File: src/rtl/axi_ram_read_responder.sv
`default_nettype none
// ============================================================================
// Module   : axi_ram_read_responder
// Brief    : AXI4 read-channel (AR/R) responder. Each accepted AR burst is
//            turned into a series of 1-cycle-latency reads on the RAM's
//            synchronous read port. Returned words are queued in a 4-entry
//            FIFO, so R backpressure never drops data and bursts stream at
//            one beat per cycle while rready stays high.
// Options  : `define AXI_RD_WRAP_EN to support WRAP bursts (lengths 2/4/8/16).
//            Without it, WRAP is handled exactly like INCR.
// Revision : 1.0 - initial release
// ============================================================================
module axi_ram_read_responder #(
    parameter int DATA_WIDTH     = 64,
    parameter int MEM_DEPTH      = 256,
    parameter int RAM_ADDR_WIDTH = $clog2(MEM_DEPTH),
    parameter int AXI_ADDR_WIDTH = RAM_ADDR_WIDTH + $clog2(DATA_WIDTH / 8),
    parameter int ID_WIDTH       = 4
) (
    input  logic                      clk,
    input  logic                      rst_n,
    input  logic [ID_WIDTH-1:0]       s_axi_arid,
    input  logic [AXI_ADDR_WIDTH-1:0] s_axi_araddr,
    input  logic [7:0]                s_axi_arlen,
    input  logic [1:0]                s_axi_arburst,
    input  logic                      s_axi_arvalid,
    output logic                      s_axi_arready,
    output logic [ID_WIDTH-1:0]       s_axi_rid,
    output logic [DATA_WIDTH-1:0]     s_axi_rdata,
    output logic [1:0]                s_axi_rresp,
    output logic                      s_axi_rlast,
    output logic                      s_axi_rvalid,
    input  logic                      s_axi_rready,
    output logic [RAM_ADDR_WIDTH-1:0] ram_read_addr,
    output logic                      ram_read_enable,
    input  logic [DATA_WIDTH-1:0]     ram_read_data
);

    localparam int BYTE_OFFSET = $clog2(DATA_WIDTH / 8);
    localparam int FIFO_DEPTH  = 4;

    localparam logic [0:0] ST_IDLE  = 1'b0;
    localparam logic [0:0] ST_BURST = 1'b1;

    localparam logic [1:0] BURST_FIXED = 2'b00;
    localparam logic [1:0] BURST_INCR  = 2'b01;
    localparam logic [1:0] BURST_WRAP  = 2'b10;
    localparam logic [1:0] RESP_OKAY   = 2'b00;
    localparam logic [1:0] RESP_SLVERR = 2'b10;

    localparam logic [RAM_ADDR_WIDTH-1:0] LAST_WORD = RAM_ADDR_WIDTH'(MEM_DEPTH - 1);

    logic [0:0]                state;
    logic [0:0]                state_next;
    logic                      ar_fire;
    logic                      issue;
    logic                      issue_last;
    logic                      pop;
    logic                      fifo_empty;

    // Burst context latched at AR acceptance
    logic [ID_WIDTH-1:0]       cur_id;
    logic [RAM_ADDR_WIDTH-1:0] cur_addr;
    logic [RAM_ADDR_WIDTH-1:0] addr_mask;
    logic [7:0]                remaining;
    logic [1:0]                cur_resp;

    logic [RAM_ADDR_WIDTH-1:0] ar_word_addr;
    logic [RAM_ADDR_WIDTH-1:0] ar_mask;
    logic [1:0]                ar_resp;
    logic [RAM_ADDR_WIDTH-1:0] incr_addr;
    logic [RAM_ADDR_WIDTH-1:0] next_addr;

    // Read issued last cycle; its data is on ram_read_data now
    logic                      inflight;
    logic                      inflight_last;
    logic [ID_WIDTH-1:0]       inflight_id;
    logic [1:0]                inflight_resp;

    // Output FIFO
    logic [DATA_WIDTH-1:0]     fifo_data [FIFO_DEPTH];
    logic [ID_WIDTH-1:0]       fifo_id   [FIFO_DEPTH];
    logic                      fifo_last [FIFO_DEPTH];
    logic [1:0]                fifo_resp [FIFO_DEPTH];
    logic [1:0]                wr_ptr;
    logic [1:0]                rd_ptr;
    logic [2:0]                fifo_count;
    logic [3:0]                occupancy;

    assign ar_fire      = s_axi_arvalid && s_axi_arready;
    assign ar_word_addr = RAM_ADDR_WIDTH'(s_axi_araddr >> BYTE_OFFSET);
    assign fifo_empty   = (fifo_count == 3'd0);
    assign pop          = s_axi_rvalid && s_axi_rready;
    assign issue_last   = issue && (remaining == 8'd0);

    // Words committed to the FIFO after this cycle, counting the read in flight
    assign occupancy = {1'b0, fifo_count} + {3'b000, inflight} - {3'b000, pop};

    // Address stepping: masked bits advance, unmasked bits hold.
    // FIXED uses an all-zero mask, INCR all-ones, WRAP the low block bits.
    assign incr_addr = (cur_addr == LAST_WORD) ? '0 : cur_addr + RAM_ADDR_WIDTH'(1);
    assign next_addr = (cur_addr & ~addr_mask) | (incr_addr & addr_mask);

`ifdef AXI_RD_WRAP_EN
    logic wrap_len_ok;
    assign wrap_len_ok = (s_axi_arlen == 8'd1) || (s_axi_arlen == 8'd3) ||
                         (s_axi_arlen == 8'd7) || (s_axi_arlen == 8'd15);
`endif

    // Decode burst type into an address-step mask and a response code
    always_comb begin
        ar_mask = '1;
        ar_resp = RESP_OKAY;
        case (s_axi_arburst)
            BURST_FIXED: ar_mask = '0;
            BURST_INCR:  ar_mask = '1;
            BURST_WRAP: begin
`ifdef AXI_RD_WRAP_EN
                if (wrap_len_ok) begin
                    ar_mask = RAM_ADDR_WIDTH'(s_axi_arlen);
                end else begin
                    ar_resp = RESP_SLVERR;
                end
`else
                ar_mask = '1;
`endif
            end
            default: ar_resp = RESP_SLVERR;
        endcase
    end

    // FSM state register
    always_ff @(posedge clk or negedge rst_n) begin
        if (!rst_n) begin
            state <= ST_IDLE;
        end else begin
            state <= state_next;
        end
    end

    // FSM next-state: leave BURST on the issue that exhausts the count
    always_comb begin
        state_next = state;
        case (state)
            ST_IDLE:  if (ar_fire) state_next = ST_BURST;
            ST_BURST: if (issue_last) state_next = ST_IDLE;
            default:  state_next = ST_IDLE;
        endcase
    end

    // FSM outputs: accept AR only when idle, issue only if the FIFO has room
    always_comb begin
        s_axi_arready = 1'b0;
        issue         = 1'b0;
        case (state)
            ST_IDLE:  s_axi_arready = 1'b1;
            ST_BURST: issue = (occupancy < 4'd4);
            default:  s_axi_arready = 1'b0;
        endcase
    end

    // Burst context: load on AR, advance address and count on each issue
    always_ff @(posedge clk or negedge rst_n) begin
        if (!rst_n) begin
            cur_id    <= '0;
            cur_addr  <= '0;
            addr_mask <= '0;
            remaining <= '0;
            cur_resp  <= RESP_OKAY;
        end else if (ar_fire) begin
            cur_id    <= s_axi_arid;
            cur_addr  <= ar_word_addr;
            addr_mask <= ar_mask;
            remaining <= s_axi_arlen;
            cur_resp  <= ar_resp;
        end else if (issue) begin
            cur_addr  <= next_addr;
            remaining <= remaining - 8'd1;
        end
    end

    // Tag the outstanding RAM read so its data is captured next cycle
    always_ff @(posedge clk or negedge rst_n) begin
        if (!rst_n) begin
            inflight      <= 1'b0;
            inflight_last <= 1'b0;
            inflight_id   <= '0;
            inflight_resp <= RESP_OKAY;
        end else begin
            inflight      <= issue;
            inflight_last <= issue_last;
            inflight_id   <= cur_id;
            inflight_resp <= cur_resp;
        end
    end

    // FIFO storage; outputs are gated while empty, so no reset is needed here
    always_ff @(posedge clk) begin
        if (inflight) begin
            fifo_data[wr_ptr] <= ram_read_data;
            fifo_id[wr_ptr]   <= inflight_id;
            fifo_last[wr_ptr] <= inflight_last;
            fifo_resp[wr_ptr] <= inflight_resp;
        end
    end

    // FIFO pointers and fill count; push and pop may coincide
    always_ff @(posedge clk or negedge rst_n) begin
        if (!rst_n) begin
            wr_ptr     <= '0;
            rd_ptr     <= '0;
            fifo_count <= '0;
        end else begin
            if (inflight) wr_ptr <= wr_ptr + 2'd1;
            if (pop)      rd_ptr <= rd_ptr + 2'd1;
            case ({inflight, pop})
                2'b10:   fifo_count <= fifo_count + 3'd1;
                2'b01:   fifo_count <= fifo_count - 3'd1;
                default: fifo_count <= fifo_count;
            endcase
        end
    end

    // R channel is the FIFO head, forced to zero while nothing is queued
    always_comb begin
        s_axi_rvalid = !fifo_empty;
        s_axi_rid    = fifo_empty ? '0 : fifo_id[rd_ptr];
        s_axi_rdata  = fifo_empty ? '0 : fifo_data[rd_ptr];
        s_axi_rresp  = fifo_empty ? RESP_OKAY : fifo_resp[rd_ptr];
        s_axi_rlast  = fifo_empty ? 1'b0 : fifo_last[rd_ptr];
    end

    assign ram_read_enable = issue;
    assign ram_read_addr   = cur_addr;

endmodule
`default_nettype wire

File: config.mk
export PLATFORM = sky130hd
export DESIGN_NAME = axi_ram_read_responder
export DESIGN_NICKNAME = d
export VERILOG_FILES = /design/src/rtl/axi_ram_read_responder.sv
export SDC_FILE = /design/constraint.sdc
export NUM_CORES = 1
export LEC_CHECK = 0
export CAP_MARGIN = 5
export CORE_MARGIN = 3
export CORE_UTILIZATION = 40
export CTS_BUF_LIST = sky130_fd_sc_hd__clkbuf_4 sky130_fd_sc_hd__clkbuf_8 sky130_fd_sc_hd__clkbuf_16
export CTS_CLUSTER_SIZE = 8
export DETAILED_ROUTE_END_ITERATION = 16
export GPL_ROUTABILITY_DRIVEN = 0
export GPL_TIMING_DRIVEN = 1
export PLACE_DENSITY_LB_ADDON = 0.15
export SLEW_MARGIN = 20
export SYNTH_ARGS = -nofsm -noshare
export SYNTH_HDL_FRONTEND = slang
export SYNTH_SLANG_ARGS = --single-unit
File: constraint.sdc
create_clock -name clk -period 2.55 [get_ports clk]
set_input_delay 0.255 -clock clk [delete_from_list [all_inputs] [get_ports clk]]
set_output_delay 0.255 -clock clk [all_outputs]
set_load 0.01 [all_outputs]
==> metrics.yaml <==
worst_setup_path:
  cp-start-kind: "register"
  slowest_stage: "dfrtp_1"
  crit_type: "register to primary output"
  required_ns: 2.30
  end_kind: "primary output"
  cp_max_fo: 4
  slowest_delay_ns: 0.39
  worstPathArrival_ns: 2.32
  worstPathCellList: "inv_2, nand3_2, nand3_1, ha_2, nor2b_4, a21oi_1, a311o_4, a21oi_4, buf_6"
power_and_ir_drop:
  p_clk_share_pct: 26.9
  combPwrFrac_pct: 37.5
  p_sw_w: 0.005991
  power.density_nw_per_um2: 1216
  switching_share_pct: 29.92
  ir_worst_vdd_uv: 520.1
  p_seq_share_pct: 35.6
  leakage_nw: 5.877
  internal_power_w: 0.01403
sta:
  setup_tns_ns: -0.02672
  setup_slack_ns: -0.02672
  clock.fmax_mhz: 388.1
  post-route-period-util_pct: 101.0
  hold_viol: 0
  slew_violations: 0
  tightest_slew_ns: 0.5609
  skew_ns: 0.02185
  setup_viol: 1
  fin_crit_ns: 2.577
  relSlewSlack_pct: 62.61
  rsz0062_at_grt: "true"
run_status:
  violations: "setup timing"
  outcome: "complete, but fails checks"
floorplan:
  io_pins: 175
  core_area_sq_um: 30750
  start_util_pct: 40.86
  die_y_microns: 183.2
  dieWidth_microns: 183.2
  rows: 64
  dieArea_sq_um: 33570
place:
  portBuffers: 170
  preCtsSetupSlack_ns: -0.1889
  post-dp-hpwl_microns: 16400
  placedCellCount: 1227
yosys:
  postSynthAreaPerCell_sq_um: 19.01
  synthFlopType: "edfxtp_1"
  synth-seq-cells: 317
  synth_edf_count: 280
  syn_inst: 661
  ys_top_cells_by_area: "edfxtp_1, mux4_2, dfrtp_1, and2_1, nand2_1"
  async_flop_share_pct: 11.67
  synth_top_area_cell: "edfxtp_1"
  ys_types: 50
  synth_fp_nets: 764
  synth_top_area_share_pct: 66.93
  ys_seq_area_share_pct: 74.30
  synth_warnings: 0
  synthesis.area_sq_um: 12560
cts:
  htreeDepth: 2
  clockRootBuffer: "clkbuf_16"
  cts_buffers: 45
  clkTransAtPathRegs_ns: 0.05
  cts_tree: "done"
  cts_buffer_depth: 3
  clock_latency_ns: 0.53
  cts_sinks: 317
  cts_hold_buffers: 0
final_layout:
  finalNetCount: 1010
  layoutNonFillerInstCount: 1322
  syn_to_final_growth_pct: 31.03
  drive_gt1_share_pct: 30.38
  filler_cell_count: 2452
  fin_util_pct: 53.54
global_route:
  grt_pass1_vias: 7604
  grt_max_degree: 74
  grt_pass1_wl_microns: 43000
  track_usage_pct: 16.66
  grt_antenna_before_repair: 1
  grt_overflow: 0
min_path:
  hold_path_class: "primary input to async pin"
detailed_routing:
  first_pass_iters: 5
  via_count: 6896
  drtAntennaViolNets: 0
  postRouteWirelength_microns: 27730
  drc: 0
  drtIter0Drc: 529
  wl_per_cell_microns: 20.97
  via_per_inst: 5.216
flow_run:
  max_cap_viol_count: 0
-- critical path: cells and delay by family, from the launching register on --
family                     cells  cell delay (ns)
AOI/OAI and AO/OA              3             0.61
DFF                            1             0.39
and+or+nand+nor                3             0.37
buffers and inverters          2             0.22
adders and majority gates      1             0.20
-- logic make-up (layout without fill, tap and decap cells) --
kind of cell               Yosys count  count (layout)  synth area share (%)
and+or+nand+nor                    162             162                 6.971
AOI/OAI and AO/OA                   47              47                 2.898
xor gates and xnor gates            11              11                0.7669
muxes                               71              71                 12.63
adders and majority gates           10              10                 1.056
DFF                                317             317                 74.30
other                                1               2               0.02985
buffers and inverters               42             306                 1.354
-- synth_stat cells (2+ instances only) --
library cell,n
edfxtp_1,280
and2_1,75
mux4_2,70
nand2_1,40
dfrtp_1,37
clkbuf_1,22
nor2_1,13
a21oi_1,11
inv_1,10
ha_1,9
nand3_1,8
o21ai_0,8
xnor2_1,8
and3_1,4
buf_1,4
buf_2,4
nor2b_1,4
a211o_1,3
a211oi_1,3
a221o_1,3
nand4_1,3
nor3_1,3
nor3b_1,3
nor4_1,3
xor2_1,3
buf_4,2
o211ai_1,2
o21ai_1,2
o21ai_2,2
or3_1,2
-- what timing repair did --
item / CTS / global route
pin swaps: 0 / 2
gates cloned: 5 / 0
endpoints found under the setup margin: 74 / 73
buffers inserted: 17 / 7
gates resized for setup: 128 / 115
-- cell type report --
class | count | area (sq um) | share of cell area (%)
inverters | 10 | 37.54 | 0.2280
multi-input cells | 302 | 3105 | 18.86
diodes | 1 | 2.502 | 0.01520
clock buffers | 62 | 1254 | 7.616
well taps | 396 | 495.5 | 3.010
flip-flops and latches | 317 | 9341 | 56.75
clock inverters | 3 | 37.54 | 0.2280
repair buffers | 231 | 2188 | 13.29
-- routing by layer --
metal / GRT usage (%) / wire (microns) / vias to the layer above
met5: 0 / 20 / -
li1: - / - / 3092
met2: 30.11 / 14750 / 221
met1: 20.35 / 10960 / 3533
met3: 3.649 / 1441 / 48
met4: 4.449 / 554 / 2
-- per-stage QoR --
stage	power [W]	hold WS (ns)	instance area, sq um
floorplan	0.01112	-0.04059	12570
global placement	0.01442	0.3651	14980
finish	0.02002	0.1579	16460
CTS	0.02036	0.1621	16590
detailed placement	0.01462	0.3669	14980
global route	0.02114	0.1816	16460
-- worst paths after layout --
kind                                           start                       end  slack, ns  depth (start not counted)
min in group clk                       s_axi_arid[0]     cur_id[0]$_DFFE_PN0P_       0.27                          3
max in group asynchronous                      rst_n     rd_ptr[0]$_DFFE_PN0P_       2.00                          2
min reg2reg                    cur_id[1]$_DFFE_PN0P_  inflight_id[1]$_DFF_PN0_       0.37                          0
max                        fifo_count[2]$_DFFE_PN0P_           ram_read_enable      -0.03                          9
min                                            rst_n     cur_id[3]$_DFFE_PN0P_       0.16                          2
max reg2reg                fifo_count[2]$_DFFE_PN0P_  remaining[5]$_DFFE_PN0P_       0.14                         11
-- power by group through the flow --
stage,logic (W),registers (W),clock network (W)
after floorplan,0.00404,0.00707,0
after global placement,0.00723,0.00719,0
after detailed placement,0.00736,0.00726,0
after CTS,0.00769,0.00713,0.00554
after global routing,0.00813,0.00721,0.00579
final,0.00750,0.00713,0.00539
-- cell usage in the layout (no fill, tap or decap), drive strengths merged, types with 8 or more instances in the layout --
master / netlist / layout
mux4: 70 / 70
edfxtp: 280 / 280
inv: 10 / 13
a21oi: 12 / 12
dfrtp: 37 / 37
o21ai: 12 / 12
clkbuf: 22 / 105
nor2: 13 / 13
and2: 75 / 75
buf: 10 / 72
ha: 9 / 9
nand3: 8 / 8
clkdlybuf4s15: 0 / 12
xnor2: 8 / 8
nand2: 40 / 40
clkdlybuf4s50: 0 / 99
-- registers in the layout (all words and copies together), names as in the netlist, 2 cells and up, named ones only --
signal       count
remaining        8
fifo_data      256
fifo_last        4
wr_ptr           2
fifo_count       3
fifo_id         16
cur_id           4
fifo_resp        4
inflight_id      4
rd_ptr           2
Power figures use the tool's default switching activity.
